==> src/rtl/clk_divider_bank.sv <==
// Bank of NUM_CH independent 50%-duty clock dividers with glitch-free runtime reprogramming.
// Optional macro CLK_DIV_TICK_EN adds div_tick, a one-cycle pulse on each rising output edge.
module clk_divider_bank #(
    parameter int NUM_CH      = 4,
    parameter int CW          = 8,
    parameter int DEFAULT_DIV = 8,
    localparam int CHW        = (NUM_CH > 1) ? $clog2(NUM_CH) : 1
) (
    input  logic              clk_50M,
    input  logic              rst_n,
    input  logic [NUM_CH-1:0] ch_en,
    // Handshake: a config word transfers on a rising edge where cfg_valid && cfg_ready.
    // cfg_ready depends only on cfg_ch and the pending state, never on cfg_valid.
    input  logic              cfg_valid,
    output logic              cfg_ready,
    input  logic [CHW-1:0]    cfg_ch,
    input  logic [CW-1:0]     cfg_div,
    output logic [NUM_CH-1:0] div_clk_out,
`ifdef CLK_DIV_TICK_EN
    output logic [NUM_CH-1:0] div_tick,
`endif
    output logic [NUM_CH-1:0] cfg_pending
);

    // Out-of-range channel indices keep ready high so the request is swallowed.
    always_comb begin
        cfg_ready = 1'b1;
        for (int i = 0; i < NUM_CH; i++) begin
            if (cfg_ch == CHW'(i)) cfg_ready = ~cfg_pending[i];
        end
    end

    for (genvar i = 0; i < NUM_CH; i++) begin : g_ch
        logic [CW-1:0] cnt;
        logic [CW-1:0] act_div;
        logic [CW-1:0] shd_div;
        logic          clk_q;
        logic          pend_q;
        logic          run;
        logic          at_last;
        logic          xfer_hit;

        assign run      = ch_en[i] && (act_div != '0);
        assign at_last  = (cnt == act_div - CW'(1));
        assign xfer_hit = cfg_valid && cfg_ready && (cfg_ch == CHW'(i));

        always_ff @(posedge clk_50M or negedge rst_n) begin
            if (!rst_n) begin
                cnt     <= '0;
                act_div <= CW'(DEFAULT_DIV);
                shd_div <= CW'(DEFAULT_DIV);
                clk_q   <= 1'b0;
                pend_q  <= 1'b0;
            end else begin
                if (!run) begin
                    cnt   <= '0;
                    clk_q <= 1'b0;
                    if (pend_q) begin
                        act_div <= shd_div;
                        pend_q  <= 1'b0;
                    end
                end else if (at_last) begin
                    cnt   <= '0;
                    clk_q <= ~clk_q;
                    // Only the end of the high phase is a full-period boundary.
                    if (clk_q && pend_q) begin
                        act_div <= shd_div;
                        pend_q  <= 1'b0;
                    end
                end else begin
                    cnt <= cnt + CW'(1);
                end
                // Ready is low while pending, so this never overlaps an apply.
                if (xfer_hit) begin
                    shd_div <= cfg_div;
                    pend_q  <= 1'b1;
                end
            end
        end

        assign div_clk_out[i] = clk_q;
        assign cfg_pending[i] = pend_q;

`ifdef CLK_DIV_TICK_EN
        logic tick_q;

        always_ff @(posedge clk_50M or negedge rst_n) begin
            if (!rst_n) begin
                tick_q <= 1'b0;
            end else begin
                tick_q <= run && at_last && !clk_q;
            end
        end

        assign div_tick[i] = tick_q;
`endif
    end

endmodule

==> config.mk <==
export PLATFORM = sky130hd
export DESIGN_NAME = clk_divider_bank
export DESIGN_NICKNAME = d
export VERILOG_FILES = /design/src/rtl/clk_divider_bank.sv
export SDC_FILE = /design/constraint.sdc
export NUM_CORES = 1
export LEC_CHECK = 0
export ABC_CLOCK_PERIOD_IN_PS = 5700
export BUFFER_PORTS_ARGS = -buffer_cell sky130_fd_sc_hd__clkbuf_2
export CORE_AREA = 10 10 110 112
export DETAILED_ROUTE_END_ITERATION = 12
export DIE_AREA = 0 0 120 122
export GPL_TIMING_DRIVEN = 0
export PLACE_DENSITY = 0.67
export SLEW_MARGIN = 15
export SYNTH_ARGS = -nofsm -noshare
export SYNTH_HDL_FRONTEND = slang
export SYNTH_SLANG_ARGS = --single-unit
==> constraint.sdc <==
create_clock -name clk_50M -period 5.7 [get_ports clk_50M]
set_clock_uncertainty 0.2 [all_clocks]
set_input_delay 1.71 -clock clk_50M [delete_from_list [all_inputs] [get_ports clk_50M]]
set_output_delay 1.71 -clock clk_50M [all_outputs]
set_load 0.01 [all_outputs]
# == After elaboration in Yosys (flattened, before gate mapping) ==
# Index checks and enable logic that the tools add are counted.
# op_classes
addsub,8
n_eq_ne,23
mux,52
bitwise,8
reduce_logical,30
# ops
op,n
8-bit two-way mux,24
"8-bit by 1-bit adder with 8-bit output, second input constant",4
8-bit == test,4
8-bit nonzero test,4
"8-bit by 1-bit subtractor with 8-bit output, second input constant",4
1-bit two-way mux,28
"3-bit by 1-bit != test with 1-bit output, second input constant",8
"2-bit by 1-bit != test with 1-bit output, second input constant",8
1-bit logical AND,13
3-bit AND reduction,4
1-bit NOT,8
2-bit AND reduction,4
2-bit nonzero test,4
"2-bit == test, second input constant",2
"2-bit by 1-bit == test with 1-bit output, second input constant",1
2-bit zero test,1
# totals
regBits,104
in_bits,17
output_inout_bits,9
wordCells,141

# == Longest topological paths before layout ==
# Gate-level depths: netlist of run 1.
# logic_depth
ltp_word,9
ltp_mapped,10
mapped_depth_nobuf,9

# == Worst setup path before layout of run 1 ==
# OpenSTA, ideal clock, no wires.
# synth_timing
path_kind,input to output
startpoint,input port cfg_ch[0]
endpoint,output port cfg_ready
t_arrival_ns,2.515
t_required_ns,3.790
setup_slack_ns,1.275
cell_stages,3
path_cell_list,clkbuf_1 -> mux4_2 -> inv_1
# synth_between
elab_chain_cells,5
word_cells_on_any_way,8
classes_between,eq/ne (3); mux (4); reduce/logical (1)
# synth_lines
item,line,rtl
start: declaration,16,"input logic [CHW-1:0] cfg_ch,"
2-bit zero test,29,if (cfg_ch == CHW'(i)) cfg_ready = ~cfg_pending[i];
1-bit two-way mux (3 in series),29,
1-bit two-way mux (*),29,
end: declaration,15,"output logic cfg_ready,"
# Every way passes the cells marked *; elsewhere a longest branch is shown, timed or not.

# == Worst setup path in the final report of run 1 ==
# Same ends and word-level chain as after synthesis.

==> flow_summary.toml, run 1 <==
[clock_network]
cts_tree = "yes"
cts-buffers-inserted = 9
clock-sinks = 104
clkTransAtPathRegs_ns = 0.11
post_cts_resized = 0
cts_setup_buffers = 0
cts_buffer_depth = 2
hold_buffers = 0
clk_latency_ns = 0.37
htreeDepth = 3
cts-root-buf = "clkbuf_8"

[power]
ir_worst_vdd_mv = 0.229
seqPwrFrac_pct = 48.5
clockPowerShare_pct = 20.5
p_comb_share_pct = 30.9
p_sw_share_pct = 34.4
power_per_cell_area_nw_per_um2 = 398
p_int_mw = 1.53
switchingPower_mw = 0.804
p_leak_nw = 2.61

[worst_setup_path]
endpoint_kind = "primary output"
required_ns = 3.79
r2r_end = "g_ch[0].act_div[6]$_DFFE_PN0P_"
reg2reg_slack_ns = 2.56
max_stage_delay_ns = 0.57
crit_arrival_ns = 2.77
cpLargestDelayFamily = "multiplexers"
path_cells = "clkbuf_1 > mux4_2 > inv_1 > clkbuf_2"
critical_path_buf_inv_count = 3
r2r_start = "g_ch[0].act_div[2]$_DFFE_PN0P_"
cp-start-kind = "primary input"
crit_type = "in -> out"
rr_worst_depth = 7
cp_slowest_cell = "mux4_2"
crit_fanout = 5

[routing]
via_per_inst = 5.51
routed_wirelength_um = 10300
firstDrtPassIters = 4
routedWlPerCell_um = 15.6
drt_first_iter_violations = 140
drc_errors = 0
ant_nets = 0
vias = 3650

[die]
die_area_um2 = 14600
coreArea_um2 = 10000
io_pins = 26
rows = 37
die_x_um = 120
start_util_pct = 53.2
dieHeight_um = 122

[final_layout]
layout.cells.non_filler = 662
drive_gt1_share_pct = 22.4
nNetsFinal = 551
fillers = 871
antenna_cells = 0
syn_to_final_growth_pct = 9.88

[placed_design]
gp_congestion = 0.776
place_inst = 647
dp_hpwl_um = 7520
dp_slack_ns = 1.04
port_buffers = 23

[logic_synthesis]
synth_xor_xnor_area_share_pct = 11.3
synth_adder_area_share_pct = 2.81
synth_area_leaders = "dfrtp_1, mux2_2, xnor2_1, xor2_1, dfstp_2"
synth_cell_type_count = 58
ys.flop_type = "dfrtp_1"
synthMuxAreaShare_pct = 10.0
async_flop_share_pct = 100
yosys.area.top_type = "dfrtp_1"
ys.warnings.count = 0
yosysSeqAreaShare_pct = 48.9
syn_nets = 516
ys_seq_elements = 104
synth_edf_count = 0
syn_inst = 487
synth_top_family_by_area = "simple AND/OR/NAND/NOR gates"
yosysTopAreaCellShare_pct = 45.0
syn_avg_cell_area_um2 = 11.0
synth-simple-area-share_pct = 15.9
synth_area_um2 = 5340
synth-compound-area-share_pct = 7.49

[global_route]
grt.total_usage_pct = 14.7
grt_max_degree = 55
grt_remaining_overflow = 0
grt_pass1_wl_um = 17700
grt_pass1_vias = 3596
grt_antenna_before_repair = 0

[flow_run]
drv_cap = 0

[sta]
max_slew_margin_pct = 26.1
slew_viol_final = 0
period_needed_ns = 4.68
rsz0062_at_grt = "no"
clock.fmax_mhz = 214
finalSetupTns_ns = 0
fin_ws_ns = 1.02
tightest_slew_ns = 1.10
setup_viol = 0
period_share_pct = 82.0
hold_viol_final = 0

[min_path]
whs_endpoint = "g_ch[2].act_div[4]$_DFFE_PN0P_"
worstHoldStart = "g_ch[2].shd_div[4]$_DFFE_PN0P_"
worst_hold_path_type = "reg -> reg"
hold_depth = 1

[status]
status = "complete, no violations"
==> synth_stat cells (all sizes together), types with 5 or more instances <==
cell type and n:
dfstp 8, ha 12, nor3 12, mux2 44, inv 18, xor2 26, nand2 29, buf 11
and3 9, xnor2 43, o21ai 11, a31oi 6, clkbuf 9, nor2 50, nor2b 7, dfrtp 96
a22o 13, a21oi 5, nand3 23
==> layout by cell type (no fill, tap or decap), drive strengths merged, types with 3 or more instances in the layout <==
| cell | netlist | routed |
|---|---|---|
| xor2 | 26 | 26 |
| a31oi | 6 | 6 |
| o21ai | 11 | 11 |
| a221o | 3 | 3 |
| nand2b | 4 | 4 |
| nand3 | 23 | 23 |
| nand2 | 29 | 29 |
| nor2 | 50 | 50 |
| buf | 11 | 12 |
| a22o | 13 | 13 |
| nor3 | 12 | 12 |
| xnor2 | 43 | 43 |
| clkbuf | 9 | 42 |
| dfrtp | 96 | 96 |
| ha | 12 | 12 |
| nor4 | 4 | 4 |
| nor4b | 4 | 4 |
| nand4b | 3 | 3 |
| or3 | 4 | 4 |
| o211ai | 3 | 3 |
| a21oi | 5 | 5 |
| mux2 | 44 | 44 |
| and3b | 3 | 3 |
| and3 | 9 | 9 |
| nor2b | 7 | 7 |
| inv | 18 | 21 |
| dfstp | 8 | 8 |
==> metal layers <==
metal,vias up,global-route usage (%),part of all wire (%)
met5,-,0,0
met4,0,4.37,1.0
met3,13,3.05,4.0
met2,62,22.2,46
met1,1828,20.8,49
li1,1747,-,-
==> sequential cells by signal (all words and copies together) (netlist names) <==
register      cells
g_ch.act_div     32
g_ch.clk_q        4
g_ch.cnt         32
g_ch.pend_q       4
g_ch.shd_div     32
==> stage by stage <==
| step | utilization, % | hold slack, ns | area [um2] | power, mW |
|---|---|---|---|---|
| floorplan | - | 0.267 | 5340 | 1.68 |
| global placement | 56.0 | 0.279 | 5630 | 1.83 |
| detailed placement | 56.4 | 0.287 | 5660 | 1.87 |
| CTS | 58.4 | 0.303 | 5870 | 2.35 |
| global route | 58.4 | 0.323 | 5870 | 2.50 |
| finish | 58.4 | 0.302 | 5870 | 2.34 |
==> power groups by stage <==
| stage | logic (mW) | clock network (mW) | registers, mW |
|---|---|---|---|
| 2_1_floorplan | 0.595 | 0 | 1.08 |
| 3_3_place_gp | 0.689 | 0 | 1.14 |
| 5_1_grt | 0.813 | 0.520 | 1.17 |
| 6_report | 0.723 | 0.480 | 1.13 |
| 3_5_place_dp | 0.723 | 0 | 1.15 |
| 4_1_cts | 0.728 | 0.490 | 1.13 |
==> worst reg2reg max path: cells and delay by family, from the launching register on <==
family             cells  cell delay [ns]
AOI/OAI and AO/OA      4             1.27
and+or+nand+nor        2             0.74
DFF                    1             0.45
muxes                  1             0.39
==> worst max-delay path by stage <==
stage,startpoint,end,slack [ns],depth (start not counted)
after global routing,cfg_ch[0],cfg_ready,0.97,4
after floorplan,cfg_ch[0],cfg_ready,1.28,3
after CTS,cfg_ch[0],cfg_ready,1.04,4
final,cfg_ch[0],cfg_ready,1.02,4
after global placement,cfg_ch[0],cfg_ready,1.05,4
after detailed placement,cfg_ch[0],cfg_ready,1.04,4
==> cell families after synthesis <==
| logic type | after synthesis |
|---|---|
| and+or+nand+nor | 164 |
| DFF | 104 |
| xor gates and xnor gates | 69 |
| AOI/OAI and AO/OA | 54 |
| muxes | 46 |
| buffers and inverters | 38 |
| adders and majority gates | 12 |
==> final cells by class <==
type                    count  area [um2]  share of cell area (%)
plain buffers              20         121                    2.07
clock buffers              10         138                    2.34
clock inverters             5        63.8                    1.09
inverters                  18        67.6                    1.15
multi-input cells         345        2550                    43.4
flip-flops and latches    104        2610                    44.5
well taps                 136         170                    2.90
repair buffers             24         151                    2.58
(Power assumes the default switching activity.)
==> run 2: changes to the inputs <==
--- a/config.mk
+++ b/config.mk
@@ -5,13 +5,13 @@
 export SDC_FILE = /design/constraint.sdc
 export NUM_CORES = 1
 export LEC_CHECK = 0
-export ABC_CLOCK_PERIOD_IN_PS = 5700
+export ABC_CLOCK_PERIOD_IN_PS = 4300
 export BUFFER_PORTS_ARGS = -buffer_cell sky130_fd_sc_hd__clkbuf_2
 export CORE_AREA = 10 10 110 112
 export DETAILED_ROUTE_END_ITERATION = 12
 export DIE_AREA = 0 0 120 122
 export GPL_TIMING_DRIVEN = 0
-export PLACE_DENSITY = 0.67
+export PLACE_DENSITY = 0.7
 export SLEW_MARGIN = 15
 export SYNTH_ARGS = -nofsm -noshare
 export SYNTH_HDL_FRONTEND = slang
==> constraint.sdc (replaced) <==
create_clock -name clk_50M -period 4.3 [get_ports clk_50M]
set_clock_uncertainty 0.2 [all_clocks]
set_input_delay 1.29 -clock clk_50M [delete_from_list [all_inputs] [get_ports clk_50M]]
set_output_delay 1.29 -clock clk_50M [all_outputs]
set_load 0.01 [all_outputs]
==> run 2 against run 1 <==
Against the previous run:
- register-to-register slack worse by 1.4 ns
- hold slack improved by 0.0012 ns
- routed wire length down 4.0%
- critical path depth is the same
- critical endpoint unchanged
==> flow_summary.toml, run 2 (synthesis results as in run 1) <==
[placed_design]
place_inst = 647
port_buffers = 23
dp_hpwl_um = 7320
gp_congestion = 0.799

[final_layout]
drive_gt1_share_pct = 22.8
reg_top3 = "g_ch.act_div (32), g_ch.cnt (32), g_ch.shd_div (32)"
nNetsFinal = 551
layout.cells.non_filler = 663
syn_to_final_growth_pct = 9.55
antenna_cells = 0
final_common_cell = "dfrtp_1"
mostFrequentLayoutCells = "dfrtp_1, nor2_1, xnor2_1"
utilization_pct = 58.3
fillers = 881

[worst_setup_path]
crit_arrival_ns = 2.34
required_ns = 2.81
r2r_end = "g_ch[1].act_div[0]$_DFFE_PN0P_"
r2r_start = "g_ch[1].act_div[0]$_DFFE_PN0P_"
crit_fanout = 5
cp-start-kind = "primary input"
crit_type = "in -> out"
endpoint_kind = "primary output"
reg2reg_slack_ns = 1.20
rr_worst_depth = 10

[power]
p_int_mw = 1.97
p_sw_share_pct = 34.5
p_leak_nw = 2.61
clockPowerShare_pct = 18.7
p_comb_share_pct = 31.6
switchingPower_mw = 1.04
power_per_cell_area_nw_per_um2 = 515
ir_worst_vdd_mv = 0.305
seqPwrFrac_pct = 49.7

[clock_network]
cts_setup_buffers = 0
cts_buffer_depth = 2
cts-buffers-inserted = 9
clkTransAtPathRegs_ns = 0.09
hold_buffers = 0
clk_latency_ns = 0.37
cts-root-buf = "clkbuf_8"
htreeDepth = 3
cts_tree = "yes"
clock-sinks = 104
post_cts_resized = 0

[die]
rows = 37
dieHeight_um = 122
io_pins = 26
start_util_pct = 53.2
die_x_um = 120
die_area_um2 = 14600
coreArea_um2 = 10000

[routing]
drt_first_iter_violations = 165
routedWlPerCell_um = 14.9
routed_wirelength_um = 9880
dr_wl_met3_um = 363
via_per_inst = 5.33
ant_nets = 0
wl_met2_um = 4500
drc_errors = 0
wl_met1_um = 4860
firstDrtPassIters = 4
highest_layer = "met4"
vias = 3536

[global_route]
grt_antenna_before_repair = 0
grt_max_degree = 63
grt.total_usage_pct = 14.1
grt_remaining_overflow = 0
grt_pass1_vias = 3676
grt_pass1_wl_um = 17100

[sta]
clock.fmax_mhz = 261
finalSetupTns_ns = 0
hold_viol_final = 0
max_slew_margin_pct = 29.0
tightest_slew_ns = 1.06
period_needed_ns = 3.83
rsz0062_at_grt = "no"
setup_viol = 0
slew_viol_final = 0
period_share_pct = 89.0

[min_path]
worstHoldStart = "g_ch[1].cnt[0]$_DFF_PN0_"
hold_depth = 1
whs_endpoint = "g_ch[1].cnt[0]$_DFF_PN0_"
worst_hold_path_type = "reg -> reg"

[flow_run]
drv_cap = 0

[status]
status = "complete, no violations"
## run 2: changes by cell type in the layout (fill, tap and decap cells not counted), sizes merged
cell	previous run	this run
clkinv	0	3
bufinv	1	0
clkinvlp	1	0
## run 2: critical path: stages
cell and delay [ns]:
clkbuf_1 0.29, mux4_2 0.57, inv_1 0.07, clkbuf_2 0.12
## run 2: power by group through the flow
stage / Clock (mW) / Combinational [mW] / Sequential (mW)
after detailed placement: 0 / 0.953 / 1.51
after floorplan: 0 / 0.789 / 1.43
after CTS: 0.585 / 0.962 / 1.50
final: 0.565 / 0.952 / 1.50
after global placement: 0 / 0.911 / 1.51
after global routing: 0.621 / 1.09 / 1.54
## run 2: metal layers
layer,track usage [%],vias up
met5,0,-
met4,5.73,0
met3,2.64,12
met2,22.0,49
met1,19.0,1718
li1,-,1757
## run 2: metrics by stage
step	total power [mW]	setup slack (ns)	cell area [um2]	hold slack, ns
final	3.02	0.474	5850	0.303
after CTS	3.04	0.482	5840	0.309
after global routing	3.25	0.434	5850	0.329
after floorplan	2.22	0.715	5340	0.267
after global placement	2.42	0.395	5630	0.283
after detailed placement	2.47	0.483	5660	0.287
## run 2: layout make-up
class / instances / area [um2] / area share, %
buffer: 20 / 121 / 2.07
clock buffer: 10 / 138 / 2.35
clock inverter: 6 / 41.3 / 0.705
inverter: 18 / 67.6 / 1.15
multi-input combinational: 345 / 2550 / 43.6
sequential: 104 / 2610 / 44.6
tap: 136 / 170 / 2.91
timing repair buffer: 24 / 151 / 2.59
## run 2: worst max path at each step
stage | start | end | depth (start not counted)
CTS | cfg_ch[0] | cfg_ready | 4
floorplan | cfg_ch[0] | cfg_ready | 3
detailed placement | cfg_ch[0] | cfg_ready | 4
finish | cfg_ch[0] | cfg_ready | 4
global route | cfg_ch[0] | cfg_ready | 4
global placement | rst_n | g_ch[3].cnt[3]$_DFF_PN0_ | 1
==> run 3: changes to the inputs <==
--- a/config.mk
+++ b/config.mk
@@ -7,11 +7,11 @@
 export LEC_CHECK = 0
 export ABC_CLOCK_PERIOD_IN_PS = 4300
 export BUFFER_PORTS_ARGS = -buffer_cell sky130_fd_sc_hd__clkbuf_2
-export CORE_AREA = 10 10 110 112
+export CORE_AREA = 10 10 145 147
 export DETAILED_ROUTE_END_ITERATION = 12
-export DIE_AREA = 0 0 120 122
+export DIE_AREA = 0 0 155 157
 export GPL_TIMING_DRIVEN = 0
-export PLACE_DENSITY = 0.7
+export PLACE_DENSITY = 0.42
 export SLEW_MARGIN = 15
 export SYNTH_ARGS = -nofsm -noshare
 export SYNTH_HDL_FRONTEND = slang
==> run 3 against run 2 <==
Against the previous run:
- routed wire length is 14% higher
- critical path depth stayed put
- clock power is 54% higher
- cell area is 4.5% higher
- register-to-register slack worse by 0.07 ns
- highest routed layer unchanged
- total power is 10% higher
- maximum frequency is 0.57% higher
- sequential cell count stayed put
- global-route usage is 4.4 points lower
==> flow_summary.toml, run 3 (synthesis results as in run 1) <==
[status]
status = "complete, no violations"

[clock_network]
clkTransAtPathRegs_ns = 0.07
clk_latency_ns = 0.35
clock-sinks = 104
cts-root-buf = "clkbuf_16"
cts_setup_buffers = 0
post_cts_resized = 0
cts_buffer_depth = 2
hold_buffers = 0
cts_tree = "yes"
htreeDepth = 3
cts-buffers-inserted = 9

[routing]
wl_met2_um = 5020
routed_wirelength_um = 11300
drt_first_iter_violations = 176
wl_met1_um = 5680
ant_nets = 0
highest_layer = "met4"
firstDrtPassIters = 4
via_per_inst = 4.64
routedWlPerCell_um = 14.8
drc_errors = 0
dr_wl_met3_um = 500
vias = 3543

[final_layout]
mostFrequentLayoutCells = "dfrtp_1, nor2_1, xnor2_1"
nNetsFinal = 551
drive_gt1_share_pct = 22.8
reg_top3 = "g_ch.act_div (32), g_ch.cnt (32), g_ch.shd_div (32)"
final_common_cell = "dfrtp_1"
fillers = 1891
syn_to_final_growth_pct = 14.5

[worst_setup_path]
max_stage_delay_ns = 0.57
endpoint_kind = "primary output"
required_ns = 2.81
cpLargestDelayFamily = "multiplexers"
crit_arrival_ns = 2.31
path_cells = "clkbuf_1 > mux4_2 > inv_1 > clkbuf_2"
crit_type = "in -> out"
critical_path_buf_inv_count = 3
cp-start-kind = "primary input"
crit_fanout = 5
cp_slowest_cell = "mux4_2"

[sta]
holdWs_ns = 0.300
clock.fmax_mhz = 263
period_needed_ns = 3.80
setup_viol = 0
max_slew_margin_pct = 33.6
tightest_slew_ns = 0.994
rsz0062_at_grt = "no"
hold_viol_final = 0
finalSetupTns_ns = 0
slew_viol_final = 0
period_share_pct = 88.5

[power]
p_total_mw = 3.33
power_per_cell_area_nw_per_um2 = 544
p_leak_nw = 2.67
ir_worst_vdd_mv = 0.340

[placed_design]
gp_congestion = 0.795
port_buffers = 23
dp_hpwl_um = 8250

[die]
coreArea_um2 = 18300
die_area_um2 = 24300
rows = 50
dieHeight_um = 157
die_x_um = 155
io_pins = 26
start_util_pct = 29.1

[global_route]
grt_remaining_overflow = 0
grt.total_usage_pct = 9.74
grt_max_degree = 83
grt_pass1_vias = 3624
grt_antenna_before_repair = 2
grt_pass1_wl_um = 19300

[flow_run]
drv_cap = 0

[min_path]
worst_hold_path_type = "reg -> reg"
-- run 3: cell count changes in the layout (fill, tap and decap cells not counted) --
cell,previous run,this run
clkbuf_16,0,9
clkbuf_8,11,3
clkinvlp_4,0,1
clkinv_2,3,0
clkinv_4,0,2
bufinv_16,0,1
inv_6,3,1
diode_2,0,2
-- run 3: layout make-up --
cell class	instances	area [um2]	area share, %
antenna	2	5.00	0.0818
buffer	20	121	1.98
clock buffer	11	253	4.13
clock inverter	5	63.8	1.04
inverter	18	67.6	1.10
multi-input combinational	345	2550	41.7
sequential	104	2610	42.7
tap	234	293	4.79
timing repair buffer	24	151	2.47
-- run 3: layer usage --
metal  vias up  global-route usage [%]
met3         5                    2.95
met5         -                       0
met2        55                    14.9
met1      1724                    13.2
li1       1759                       -
met4         0                    2.16
-- run 3: path summary, 6_finish.rpt --
check | from | endpoint | slack, ns | cells past startpoint
setup / recovery | cfg_ch[0] | cfg_ready | 0.50 | 4
hold / removal | g_ch[3].shd_div[2]$_DFFE_PN0P_ | g_ch[3].act_div[2]$_DFFE_PN0P_ | 0.30 | 1
setup reg to reg | g_ch[1].act_div[0]$_DFFE_PN0P_ | g_ch[1].act_div[0]$_DFFE_PN0P_ | 1.13 | 10
hold reg to reg | g_ch[3].shd_div[2]$_DFFE_PN0P_ | g_ch[3].act_div[2]$_DFFE_PN0P_ | 0.30 | 1
max in group asynchronous | rst_n | g_ch[1].shd_div[3]$_DFFE_PN1P_ | 2.58 | 2
min in group asynchronous | rst_n | g_ch[2].cnt[5]$_DFF_PN0_ | 0.61 | 1
-- run 3: per-stage QoR --
stage                     std cells  setup slack [ns]  util [%]  cell area [um2]
after floorplan                 487             0.715         -             5340
after global placement          744             0.215      31.4             5750
after detailed placement        745             0.512      31.6             5790
after CTS                       761             0.510      33.3             6110
after global routing            761             0.424      33.4             6110
final                           763             0.496      33.4             6120
-- run 3: power by group --
group | internal [mW] | total [mW] | switching [mW]
sequential | 1.23 | 1.50 | 0.268
clock | 0.488 | 0.869 | 0.382
combinational | 0.511 | 0.957 | 0.446
